## src/rtl/bopit_pkg.sv

```systemverilog
// Shared types and constants for the Bop-it round sequencer: state enum,
// letter codes, score ceiling and LFSR constants.
package bopit_pkg;

    typedef enum logic [2:0] {
        ST_IDLE   = 3'd0,
        ST_PROMPT = 3'd1,
        ST_WAIT   = 3'd2,
        ST_HIT    = 3'd3,
        ST_MISS   = 3'd4,
        ST_OVER   = 3'd5
    } state_t;

    localparam logic [2:0] ACT_NONE = 3'd0;
    localparam logic [2:0] ACT_L    = 3'd1;
    localparam logic [2:0] ACT_C    = 3'd2;
    localparam logic [2:0] ACT_R    = 3'd3;
    localparam logic [2:0] ACT_U    = 3'd4;
    localparam logic [2:0] ACT_D    = 3'd5;

    localparam logic [6:0]  SCORE_MAX = 7'd99;
    localparam logic [15:0] LFSR_SEED = 16'hACE1;
    localparam logic [15:0] LFSR_TAPS = 16'hB400;

    // Right-shifting Galois step; a nonzero seed never collapses to zero.
    function automatic logic [15:0] lfsr_next(input logic [15:0] s);
        return {1'b0, s[15:1]} ^ (s[0] ? LFSR_TAPS : 16'h0000);
    endfunction

    // Fold the 3-bit draw onto the five letters (5,6,7 reuse R,U,D).
    function automatic logic [2:0] letter_of(input logic [2:0] v);
        return (v < 3'd5) ? (v + 3'd1) : (v - 3'd2);
    endfunction

    function automatic logic [4:0] act_bit(input logic [2:0] l);
        logic [4:0] b;
        b = 5'b00000;
        case (l)
            ACT_L:   b = 5'b00001;
            ACT_C:   b = 5'b00010;
            ACT_R:   b = 5'b00100;
            ACT_U:   b = 5'b01000;
            ACT_D:   b = 5'b10000;
            default: b = 5'b00000;
        endcase
        return b;
    endfunction

endpackage

```

## src/rtl/bopit_round_sequencer_if.sv

```systemverilog
// Player/display side bundle of the round sequencer. The slave modport is the
// sequencer itself; the master modport is whatever drives start and the buttons.
interface bopit_round_sequencer_if;
    // start and act_pulse are single-cycle strobes sampled on every rising edge
    // with no back-pressure; every other signal is a registered level.
    logic       start;
    logic [4:0] act_pulse;
    logic [2:0] letter;
    logic [6:0] score;
    logic [6:0] high_score;
    logic [1:0] lives;
    logic       flash;
    logic       busy;
    logic       game_over;

    modport master (
        output start, act_pulse,
        input  letter, score, high_score, lives, flash, busy, game_over
    );

    modport slave (
        input  start, act_pulse,
        output letter, score, high_score, lives, flash, busy, game_over
    );
endinterface

```

## src/rtl/bopit_round_sequencer_ms_tick.sv

```systemverilog
// Millisecond prescaler: counts 0..DIV-1 and raises tick on the wrap count.
// A synchronous clear restarts the millisecond from zero.
module ms_tick #(
    parameter int DIV = 100_000
) (
    input  logic clk,
    input  logic rst,
    input  logic clr,
    output logic tick
);
    localparam int CW = (DIV > 1) ? $clog2(DIV) : 1;
    localparam logic [CW-1:0] LAST = CW'(DIV - 1);

    logic [CW-1:0] cnt;

    always_ff @(posedge clk) begin
        if (rst || clr) begin
            cnt <= '0;
        end else if (cnt == LAST) begin
            cnt <= '0;
        end else begin
            cnt <= cnt + CW'(1);
        end
    end

    assign tick = (cnt == LAST);
endmodule

```

## src/rtl/bopit_round_sequencer.sv

```systemverilog
// Bop-it game-round scheduler: prompts a random action, times the shrinking
// response window, keeps score/lives. Optional macro: BOPIT_HIGH_SCORE_EN.
module bopit_round_sequencer
    import bopit_pkg::*;
#(
    parameter int CLK_HZ         = 100_000_000,
    parameter int WINDOW_INIT_MS = 2000,
    parameter int WINDOW_MIN_MS  = 500,
    parameter int WINDOW_STEP_MS = 100,
    parameter int FEEDBACK_MS    = 500,
    parameter int MAX_LIVES      = 3
) (
    input  logic                  clk,
    input  logic                  rst,
    bopit_round_sequencer_if.slave bus,
    output state_t                dbg_state
);
    localparam int          TICK_DIV = CLK_HZ / 1000;
    localparam logic [15:0] W_INIT   = 16'(WINDOW_INIT_MS);
    localparam logic [15:0] W_MIN    = 16'(WINDOW_MIN_MS);
    localparam logic [15:0] W_STEP   = 16'(WINDOW_STEP_MS);
    localparam logic [15:0] FB_MS    = 16'(FEEDBACK_MS);
    localparam logic [1:0]  LIVES0   = 2'(MAX_LIVES);

    state_t      state_q, state_d;
    logic [15:0] lfsr_q;
    logic [15:0] window_q;
    logic [15:0] ms_q;
    logic [2:0]  letter_q;
    logic [6:0]  score_q;
    logic [1:0]  lives_q;
    logic        flash_q, busy_q, over_q;
    logic        tick, ms_last, enter, presc_clr;
    logic [4:0]  want;

    assign want      = act_bit(letter_q);
    assign ms_last   = tick && (ms_q == 16'd1);
    assign enter     = (state_d != state_q);
    assign presc_clr = enter && (state_d inside {ST_WAIT, ST_HIT, ST_MISS});

    ms_tick #(.DIV(TICK_DIV)) u_ms_tick (
        .clk  (clk),
        .rst  (rst),
        .clr  (presc_clr),
        .tick (tick)
    );

    // A press in WAIT outranks the timeout, even on the final tick.
    always_comb begin
        state_d = state_q;
        case (state_q)
            ST_IDLE, ST_OVER: if (bus.start) state_d = ST_PROMPT;
            ST_PROMPT:        state_d = ST_WAIT;
            ST_WAIT: begin
                if (bus.act_pulse == want)         state_d = ST_HIT;
                else if (bus.act_pulse != 5'b0)    state_d = ST_MISS;
                else if (ms_last)                  state_d = ST_MISS;
            end
            ST_HIT:           if (ms_last) state_d = ST_PROMPT;
            ST_MISS: begin
                if (lives_q == 2'd0)  state_d = ST_OVER;
                else if (ms_last)     state_d = ST_PROMPT;
            end
            default:          state_d = ST_IDLE;
        endcase
    end

    always_ff @(posedge clk) begin
        if (rst) begin
            state_q  <= ST_IDLE;
            lfsr_q   <= LFSR_SEED;
            window_q <= W_INIT;
            ms_q     <= '0;
            letter_q <= ACT_NONE;
            score_q  <= '0;
            lives_q  <= '0;
            flash_q  <= 1'b0;
            busy_q   <= 1'b0;
            over_q   <= 1'b0;
        end else begin
            state_q <= state_d;
            lfsr_q  <= lfsr_next(lfsr_q);
            busy_q  <= !(state_d inside {ST_IDLE, ST_OVER});
            flash_q <= (state_d inside {ST_MISS, ST_OVER});
            over_q  <= (state_d == ST_OVER);
            if (tick && (ms_q != 16'd0)) ms_q <= ms_q - 16'd1;
            if (enter) begin
                case (state_d)
                    ST_PROMPT: begin
                        if (state_q inside {ST_IDLE, ST_OVER}) begin
                            score_q  <= '0;
                            lives_q  <= LIVES0;
                            window_q <= W_INIT;
                        end
                    end
                    ST_WAIT: begin
                        letter_q <= letter_of(lfsr_q[2:0]);
                        ms_q     <= window_q;
                    end
                    ST_HIT: begin
                        if (score_q < SCORE_MAX) score_q <= score_q + 7'd1;
                        window_q <= (window_q >= W_MIN + W_STEP) ? (window_q - W_STEP) : W_MIN;
                        letter_q <= ACT_NONE;
                        ms_q     <= FB_MS;
                    end
                    ST_MISS: begin
                        lives_q  <= lives_q - 2'd1;
                        letter_q <= ACT_NONE;
                        ms_q     <= FB_MS;
                    end
                    default: ;
                endcase
            end
        end
    end

`ifdef BOPIT_HIGH_SCORE_EN
    logic [6:0] high_q;

    always_ff @(posedge clk) begin
        if (rst) begin
            high_q <= '0;
        end else if (enter && (state_d == ST_OVER) && (score_q > high_q)) begin
            high_q <= score_q;
        end
    end

    assign bus.high_score = high_q;
`else
    assign bus.high_score = '0;
`endif

    assign bus.letter    = letter_q;
    assign bus.score     = score_q;
    assign bus.lives     = lives_q;
    assign bus.flash     = flash_q;
    assign bus.busy      = busy_q;
    assign bus.game_over = over_q;
    assign dbg_state     = state_q;
endmodule

```

## src/flat_wrapper.sv

```systemverilog
// flat-port wrapper written by rule: the top's interface ports become plain ports
module bopit_round_sequencer_flat import bopit_pkg::*;
#(
    parameter int CLK_HZ         = 100_000_000,
    parameter int WINDOW_INIT_MS = 2000,
    parameter int WINDOW_MIN_MS  = 500,
    parameter int WINDOW_STEP_MS = 100,
    parameter int FEEDBACK_MS    = 500,
    parameter int MAX_LIVES      = 3
)
  (clk, rst, dbg_state, bus_start, bus_act_pulse, bus_letter, bus_score, bus_high_score, bus_lives, bus_flash, bus_busy, bus_game_over);
  bopit_round_sequencer_if bus_i ();
  input  logic clk;
  input  logic rst;
  output state_t dbg_state;
  input wire logic [$bits(bus_i.start)-1:0] bus_start;
  input wire logic [$bits(bus_i.act_pulse)-1:0] bus_act_pulse;
  output wire logic [$bits(bus_i.letter)-1:0] bus_letter;
  output wire logic [$bits(bus_i.score)-1:0] bus_score;
  output wire logic [$bits(bus_i.high_score)-1:0] bus_high_score;
  output wire logic [$bits(bus_i.lives)-1:0] bus_lives;
  output wire logic [$bits(bus_i.flash)-1:0] bus_flash;
  output wire logic [$bits(bus_i.busy)-1:0] bus_busy;
  output wire logic [$bits(bus_i.game_over)-1:0] bus_game_over;
  assign bus_i.start = bus_start;
  assign bus_i.act_pulse = bus_act_pulse;
  assign bus_letter = bus_i.letter;
  assign bus_score = bus_i.score;
  assign bus_high_score = bus_i.high_score;
  assign bus_lives = bus_i.lives;
  assign bus_flash = bus_i.flash;
  assign bus_busy = bus_i.busy;
  assign bus_game_over = bus_i.game_over;
  bopit_round_sequencer #(.CLK_HZ(CLK_HZ), .WINDOW_INIT_MS(WINDOW_INIT_MS), .WINDOW_MIN_MS(WINDOW_MIN_MS), .WINDOW_STEP_MS(WINDOW_STEP_MS), .FEEDBACK_MS(FEEDBACK_MS), .MAX_LIVES(MAX_LIVES)) u_core (.clk(clk), .rst(rst), .bus(bus_i), .dbg_state(dbg_state));
endmodule
```

## config.mk

```make
export PLATFORM = sky130hd
export DESIGN_NAME = bopit_round_sequencer_flat
export DESIGN_NICKNAME = d
export VERILOG_FILES = /design/src/rtl/bopit_pkg.sv /design/src/rtl/bopit_round_sequencer_if.sv /design/src/rtl/bopit_round_sequencer_ms_tick.sv /design/src/rtl/bopit_round_sequencer.sv /design/src/flat_wrapper.sv
export SDC_FILE = /design/constraint.sdc
export NUM_CORES = 1
export LEC_CHECK = 0
export CORE_MARGIN = 2
export CORE_UTILIZATION = 50
export CTS_CLUSTER_DIAMETER = 100
export CTS_CLUSTER_SIZE = 16
export DETAILED_ROUTE_END_ITERATION = 10
export PLACE_DENSITY = 0.67
export SLEW_MARGIN = 20
export SYNTH_ARGS = -nofsm -noshare
export SYNTH_HDL_FRONTEND = slang
export SYNTH_SLANG_ARGS = --single-unit
export TNS_END_PERCENT = 20
```

## constraint.sdc

```tcl
create_clock -name clk -period 7.2 [get_ports clk]
set_clock_uncertainty 0.1 [all_clocks]
set_input_delay 0.72 -clock clk [delete_from_list [all_inputs] [get_ports clk]]
set_output_delay 0.72 -clock clk [all_outputs]
set_load 0.005 [all_outputs]
```

Yosys cells after proc, flatten, opt, wreduce, memory -nomap -nowiden
Cells that the tools add are included. Widths: inputs -> output; s select.

Register bits: 83. Input port bits: 8. Output and inout bits: 25.

$add $sub $neg: 7. Magnitude comparators: 3. Equal/unequal tests: 21. Multiplexer cells: 22. Bitwise logic cells: 1. Reductions and logical operators: 24.

Operators with widths (number): $mux 16 (5); $pmux 16 s2 (2); $pmux 5 s5 (1); $mux 3 (7); $eq 3x2->1 const B (6); $eq 3x3->1 const B (6); $add 17x1->17 const B (1); $eq 17x17->1 const B (1); $eq 16x1->1 const B (1); $ge 16x10->1 const B (1); $reduce_bool 16->1 (1); $sub 16x1->16 const B (1); $sub 16x7->16 const B (1); $xor 15x16->16 (1); $pmux 3 s5 (1); $mux 7 (2); $pmux 7 s2 (1); $reduce_bool 2->1 (6); $eq 3x1->1 const B (3); $add 7x1->7 const B (1); $lt 7x7->1 const B (1); $logic_not 3->1 (2); $pmux 3 s2 (1); $reduce_and 3->1 (2); 19 further kinds (23).

Logic depth before layout (Yosys ltp)
Gate-level depths: netlist (run 1).

Word-level depth: 11. Gate-level depth with buffers: 10. Depth with buffers taken out: 9.

Hierarchy
From an unflattened synthesis (run 1), not the netlist that was laid out.

Cell total of the unflattened synthesis: 474. Area total of the unflattened synthesis: 4117.7 um2.

By module, submodules not included: bopit_round_sequencer (times used 1, cells an instance 385, area an instance 3316.9 um2, sequential area each 1281.2 um2); ms_tick (times used 1, cells an instance 89, area an instance 800.8 um2, sequential area each 340.3 um2).

Worst setup path before layout (run 1)
No wires, ideal clock.

Path kind: input to register. Start point: in bus_act_pulse[2]. End point: reg u_core.score_q[6], in the netlist u_core.bus.score[6]. Library setup time: 72 ps. Arrival time: 2859 ps. Required time: 7028 ps. Slack: 4169 ps. Stages on the path: 8. Path through: or3b_1 -> a2111oi_0 -> o211a_1 -> a31oi_1 -> and2_4 -> buf_6 -> or4_1 -> a21oi_1.

Word-level cells in the longest chain between the ends: 7.

Ends and longest elaborated chain: start, declared (RTL line flat_wrapper.sv:17) `input wire logic [$bits(bus_i.act_pulse)-1:0] bus_act_pulse;`; $reduce_bool 5->1 (RTL line bopit_round_sequencer.sv:56) `else if (bus.act_pulse != 5'b0) state_d = ST_MISS;`; $mux 3 (RTL line bopit_round_sequencer.sv:56); $mux 3 * (RTL line bopit_round_sequencer.sv:55) `if (bus.act_pulse == want) state_d = ST_HIT;`; $pmux 3 s5 * (RTL line bopit_round_sequencer.sv:51) `case (state_q)`; $eq 3x2->1 / $eq 3x1->1 (equally long branches) (RTL line bopit_round_sequencer.sv:88) `case (state_d)`; $ne 2x2->1 (no line), or another cell as far along; $reduce_and 4->1 (no line); end signal, assigned (RTL line bopit_round_sequencer.sv:101) `if (score_q < SCORE_MAX) score_q <= score_q + 7'd1;`; end, declared (RTL line bopit_round_sequencer.sv:30) `logic [6:0] score_q;`.

Mark *: on every way between the ends. The rest lies on a longest branch, timed or not. A chain may end at the register's enable or synchronous reset.

Final worst setup path (run 1)
Start point: in bus_act_pulse[0]. End point: reg u_core.window_q[3].

Word-level cells in the longest chain between the ends: 7.

Ends and longest elaborated chain: $reduce_bool 5->1 (RTL line bopit_round_sequencer.sv:56); $mux 3 (RTL line bopit_round_sequencer.sv:56); $mux 3 * (RTL line bopit_round_sequencer.sv:55); $pmux 3 s5 * (RTL line bopit_round_sequencer.sv:51); $eq 3x1->1 / $eq 3x2->1 (equally long branches) (RTL line bopit_round_sequencer.sv:88); $ne 2x1->1 (no line) / $reduce_bool 2->1 (equally long branches); $reduce_and 3->1 (no line); end signal, assigned (RTL line bopit_round_sequencer.sv:102) `window_q <= (window_q >= W_MIN + W_STEP) ? (window_q - W_STEP) : W_MIN;`; end, declared (RTL line bopit_round_sequencer.sv:27) `logic [15:0] window_q;`.

Marked as above.

==> summary.md, run 1 <==
| Metric | Value |
|---|---|
| Ys flop type | dfxtp_1 |
| Post-synth EDFFs | 0 |
| Fin crit share | 51.0% |
| Worst setup endpoint | u_core.window_q[3] |
| Clk pin slew, worst setup/hold paths | 0.08 ns |
| WL/cell | 15.2 um |
| I/O Buffers | 25 |
| Max-cap violations | 0 |
| R2R Path Start | u_core.u_ms_tick.cnt[0] |
| CTS root buf | clkbuf_8 |
| Cells after Synth | 485 |
| Worst Slack Setup Final | 3.53 ns |
| Worst Tran Pin Value | 0.771 ns |
| Final Non-Filler Cells | 609 |
| Cell area after layout | 0.00452 mm^2 |
| Initial antenna violation count | 0 |
| Max Buffers Root-to-Sink | 2 |
| Leak | 1.56 nW |
| DRT iter0 DRCs | 228 |
| Worst min path class | flip-flop to flip-flop |
| Ys Warns | 0 |
| Reg2Reg Depth | 8 |
| DRT Wirelength | 9280 um |
| Num CTS Buffers | 9 |
| Dpl hpwl | 6610 um |
| CP Max Fanout | 6 |
| Achievable Freq | 273 MHz |
| Peak VDD IR | 0.0988 mV |
| DIE AREA | 0.00888 mm^2 |
| Flop2flop setup slack | 3.97 ns |
| Total number of H-tree levels | 3 |
| DP Worst Slack | 3.24 ns |
| FF-to-FF End | u_core.window_q[3] |
| DR vias | 3,564 |
| CTS resizes | 0 |
| Setup TNS | 0 ns |
| Multi-input gate area | 0.00227 mm^2 |
| GR Util met2 | 35.6% |
| Final core utilization | 57.9% |
| Vias per cell | 5.85 |
| Placed Cells incl. Taps | 594 |
| Hold_sp | u_core.lfsr_q[12] |
| Status | finished clean |
| Layout cells sized above 1 | 7.10% |
| Compound-Gate Fraction of Synth Area | 19.5% |
| Crit path arrival time | 3.86 ns |
| Seq/Total Area, Yosys | 39.8% |
| Final hold vios | 0 |
| RSZ-0062 raised after global routing | false |
| Hold Buf Count CTS | 0 |
| Synthesized area | 0.00407 mm^2 |
| Min-Delay Path Depth | 1 |
| Slew Limit Fails | 0 |
| Row count | 32 |
| Adder-Cell Fraction of Synth Area | 2.46% |
| Post-CTS setup buffers | 0 |
| Slew margin rel. | 48.0% |
| Most frequent cells in the layout | dfxtp_1, nor2_1, nand2_1 |
| FF/Latch Area | 0.00162 mm^2 |
| Final critical-path required period | 3.67 ns |
| Post-DP Area | 0.00435 mm^2 |
| GRT Residual Overflow | 0 |
| DIE WIDTH | 94.3 um |
| Antenna diode count | 0 |
| Initial Util | 52.2% |
| Largest net degree at the start of global routing | 43 |
| XOR/XNOR Fraction of Synth Area | 7.31% |
| Met1 Usage GRT | 30.8% |
| CTS tree | yes |
| First-pass iteration count of the detailed router | 8 |
| Most common cell after layout, fill and taps aside | dfxtp_1 |
| GPL Wtd Cong | 0.878 |
| GRT Overall Usage | 22.6% |
| Post-synthesis simple-gate area fraction | 24.9% |
| Die H | 94.3 um |
| # DRC | 0 |
| Critical Path Start | bus_act_pulse[0] |
| WP data required | 7.39 ns |
| Nets | 519 |
| Top Ports | 33 |
| Number of global-route vias before repair | 3,191 |
| Register bit count reported by yosys | 81 |
| Most used routing layer | met2 |
| Mean Syn Cell Area | 8.40 um^2 |
| Clock latency on the worst-skew pair | 0.35 ns |
| Fillers | 730 |
| First-pass GRT wire length | 15,800 um |
| # clock sinks | 81 |
| Post-synthesis mux area share | 1.04% |
| Largest family of logic cells by synthesized area | simple AND/OR/NAND/NOR gates |
| Crit Path Category | input port to flip-flop |
| M3 GR Usage | 5.70% |
| Core outline area | 0.00781 mm^2 |
| Final setup viols | 0 |
| Layout area overhead | 11.0% |
| Fraction of registers with async set/reset | 0% |
| Crit. End Element | flip-flop |
| Post-synthesis cell type count | 68 |
| Pwr/cell area | 205 mW/mm^2 |
| ANT nets after route | 0 |
| CP startpoint kind | input port |
-- metrics by stage --
stage          hold WS (ns)  power [mW]
6_report              0.315       0.926
5_1_grt               0.337       0.976
4_1_cts               0.316       0.935
3_5_place_dp          0.297       0.639
3_3_place_gp          0.292       0.636
2_1_floorplan         0.289       0.600
-- critical path: stages --
cell             delay, ns
clkdlybuf4s50_1       0.53
or3b_1                0.36
a2111oi_0             0.53
o211ai_1              0.34
o22ai_1               0.48
o21ai_0               0.36
or3_1                 0.40
a21oi_1               0.14
-- flip-flops by register name, summed over array words and instances, names as in the netlist --
signal                count
u_core.bus.score          7
u_core.bus.lives          2
u_core.bus.letter         3
u_core.lfsr_q            16
u_core.window_q          14
u_core.u_ms_tick.cnt     17
u_core.bus.flash          1
u_core.dbg_state          3
u_core.bus.game_over      1
u_core.ms_q              16
u_core.bus.busy           1
-- cell families (layout without fill, tap and decap cells) --
logic type	Yosys count	after routing
compound gates	122	122
xor+xnor	34	34
fa+ha+maj	8	8
buf+inv	44	60
flops	81	81
mux	4	4
other cells	1	7
simple gates	191	191
-- area by class of cell --
| cell class | instances | area share, % |
|---|---|---|
| Sequential cell | 81 | 35.9 |
| Multi-Input combinational cell | 366 | 50.3 |
| Clock buffer | 11 | 3.13 |
| Inverter | 19 | 1.58 |
| Timing Repair Buffer | 26 | 5.70 |
| Clock inverter | 4 | 0.636 |
| Tap cell | 102 | 2.82 |
-- power breakdown --
group / internal, mW / switching [mW] / total [mW]
Combinational: 0.0605 / 0.0814 / 0.142
Sequential: 0.468 / 0.0207 / 0.489
Clock: 0.133 / 0.162 / 0.295
-- synthesized netlist by cell type (3+ instances only) --
master,instances,area (um^2)
a21o_1,3,22.5
a21oi_1,30,150
a311oi_1,3,26.3
a31oi_1,4,25.0
a32o_1,3,30.0
and2_1,3,18.8
buf_4,7,52.6
clkbuf_1,16,60.1
dfxtp_1,81,1620
ha_1,8,100
inv_1,19,71.3
nand2_1,43,161
nand2b_1,7,43.8
nand3_1,13,65.1
nand4_1,7,43.8
nand4b_1,3,26.3
nor2_1,43,161
nor2b_1,9,56.3
nor3_1,17,85.1
nor4_1,6,37.5
o21a_1,5,37.5
o21ai_0,22,110
o21ai_1,17,85.1
o31ai_1,4,30.0
o41ai_1,4,35.0
or2_2,7,43.8
or3_1,7,43.8
or4_1,4,30.0
xnor2_1,17,149
xor2_1,17,149
-- worst min path at each step --
stage / end
floorplan: u_core.lfsr_q[11]
detailed placement: u_core.lfsr_q[11]
global route: u_core.lfsr_q[6]
CTS: u_core.lfsr_q[6]
finish: u_core.lfsr_q[11]
global placement: u_core.lfsr_q[5]
-- metal layers --
| metal | vias to the layer above | part of all wire (%) |
|---|---|---|
| met5 | - | 0 |
| met4 | 0 | 1.1 |
| met3 | 12 | 6.2 |
| met2 | 102 | 46 |
| met1 | 1690 | 47 |
| li1 | 1760 | - |
Note: power is estimated with default switching activity, not from simulation.
==> inputs of run 2 (changes only) <==
==> constraint.sdc (replaced) <==
create_clock -name clk -period 3.7 [get_ports clk]
set_clock_uncertainty 0.1 [all_clocks]
set_input_delay 0.37 -clock clk [delete_from_list [all_inputs] [get_ports clk]]
set_output_delay 0.37 -clock clk [all_outputs]
set_load 0.005 [all_outputs]
==> run 2 against run 1 <==
Die area is the same. Count of clock-buffer cells in the layout shrank 1. Largest power group unchanged. Power grew 100%. Setup slack lost 3.0 ns. Largest cell class unchanged. Register-to-register slack lost 3.4 ns. Core utilization grew 0.56 points. Clock power grew 120%.
==> summary.md, run 2 (same netlist as run 1, synthesis figures left out) <==
| Metric | Value |
|---|---|
| Core outline area | 0.00781 mm^2 |
| Slew Limit Fails | 0 |
| Comb pwr share | 14.9% |
| CTS root buf | clkbuf_8 |
| Crit path arrival time | 3.24 ns |
| DIE AREA | 0.00888 mm^2 |
| First-pass iteration count of the detailed router | 5 |
| Fillers | 732 |
| Num CTS Buffers | 9 |
| Peak VDD IR | 0.203 mV |
| WP data required | 3.82 ns |
| GRT Residual Overflow | 0 |
| GPL Wtd Cong | 0.943 |
| Worst hold slack | 0.317 ns |
| Final hold vios | 0 |
| CP Max Fanout | 17 |
| Sw Pwr | 0.531 mW |
| Clock latency on the worst-skew pair | 0.36 ns |
| ANT nets after route | 0 |
| Status | finished clean |
| Post-CTS setup buffers | 0 |
| Largest registers | u_core.u_ms_tick.cnt x17, u_core.lfsr_q x16, u_core.ms_q x16 |
| Initial antenna violation count | 0 |
| Slew margin rel. | 52.8% |
| Largest net degree at the start of global routing | 25 |
| FF/Latch Area | 0.00162 mm^2 |
| Max-cap violations | 0 |
| DRT iter0 DRCs | 146 |
| # DRC | 0 |
| Flop pwr share | 50.7% |
| Clock Power Share | 34.4% |
| Max reg flops | 17 |
| DRT Wirelength | 9240 um |
| WL/cell | 15.1 um |
| Most common cell after layout, fill and taps aside | dfxtp_1 |
| RSZ-0062 raised after global routing | false |
| Final setup viols | 0 |
| Nets | 523 |
| DIE WIDTH | 94.3 um |
| Initial Util | 52.2% |
| Hold Buf Count CTS | 0 |
| GRT Overall Usage | 22.2% |
| Fin crit share | 84.4% |
| Crit. End Element | flip-flop |
| Number of global-route vias before repair | 3,266 |
| Antenna diode count | 0 |
| # clock sinks | 81 |
| Layout cells sized above 1 | 7.83% |
| Top Ports | 33 |
| Crit Path Category | input port to flip-flop |
| Die H | 94.3 um |
| Worst min path class | flip-flop to flip-flop |
| CP startpoint kind | input port |
| Total number of H-tree levels | 3 |
| Top reg by flops | u_core.u_ms_tick.cnt |
| Pwr/cell area | 410 mW/mm^2 |
| Vias per cell | 5.78 |
| Most frequent cells in the layout | dfxtp_1, nor2_1, nand2_1 |
| Layout area overhead | 12.1% |
| Worst Tran Pin Value | 0.706 ns |
| P_int | 1.34 mW |
| Clk pin slew, worst setup/hold paths | 0.09 ns |
| Multi-input gate area | 0.00227 mm^2 |
| I/O Buffers | 25 |
| Dpl hpwl | 6600 um |
| Sw Share | 28.4% |
| Max Buffers Root-to-Sink | 2 |
| Setup TNS | 0 ns |
| Final critical-path required period | 3.12 ns |
| CTS resizes | 0 |
| DR vias | 3,543 |
| First-pass GRT wire length | 15,600 um |
| Leak | 1.59 nW |
| Achievable Freq | 320 MHz |
| CTS tree | yes |
| Row count | 32 |
## run 2: cell types whose count changed in the layout (fill, tap and decap cells not counted)
cell        change
bufinv_16       +1
buf_4           +4
clkinv_2        +1
clkinvlp_4      -1
clkbuf_8        -1
## run 2: path summary, 6_finish.rpt
kind              cells after the start  slack (ns)                 endpoint              from
hold / removal                        1        0.32         u_core.lfsr_q[6]  u_core.lfsr_q[7]
hold reg to reg                       1        0.32         u_core.lfsr_q[6]  u_core.lfsr_q[7]
setup reg to reg                      7        0.62  u_core.u_ms_tick.cnt[3]    u_core.ms_q[3]
setup / recovery                      8        0.58  u_core.u_ms_tick.cnt[3]  bus_act_pulse[0]
## run 2: final cells by class
cell class | count | share of cell area (%)
clock buffers | 10 | 2.80
clock inverters | 5 | 1.23
repair buffers | 30 | 6.30
well taps | 102 | 2.80
flip-flops and latches | 81 | 35.5
inverters | 19 | 1.56
multi-input cells | 366 | 49.8
## run 2: power by group through the flow
stage	clock network (mW)	logic (mW)	registers [mW]
4_1_cts	0.654	0.278	0.949
3_5_place_dp	0	0.277	0.970
2_1_floorplan	0	0.213	0.954
3_3_place_gp	0	0.273	0.968
6_report	0.643	0.280	0.949
5_1_grt	0.688	0.314	0.956
## run 2: stage by stage
stage          instances  utilization (%)  setup WS (ns)  total power [mW]  cell area (um^2)
2_1_floorplan        491                -          0.867              1.17              4100
3_3_place_gp         598             56.1          0.291              1.24              4380
3_5_place_dp         598             56.1          0.202              1.25              4380
4_1_cts              613             58.5          0.579              1.88              4570
5_1_grt              613             58.5          0.267              1.96              4570
6_report             613             58.5          0.578              1.87              4570
## run 2: per-layer routing
metal  global-route usage, %  part of all wire (%)  wire length, um  vias up
li1                        -                     -                -     1764
met1                    29.2                    48             4390     1655
met2                    35.0                    45             4140      101
met3                    4.65                   4.6              427       23
met4                    10.1                   3.1              282        0
met5                       0                     0                0        -
## run 2: worst max-delay path, stage by stage
cell and delay (ns):
clkdlybuf4s50_1 0.53, or3b_1 0.36, a2111oi_0 0.50, o211a_1 0.33
a31oi_1 0.20, and2_4 0.24, o211ai_2 0.60, nor2_1 0.11
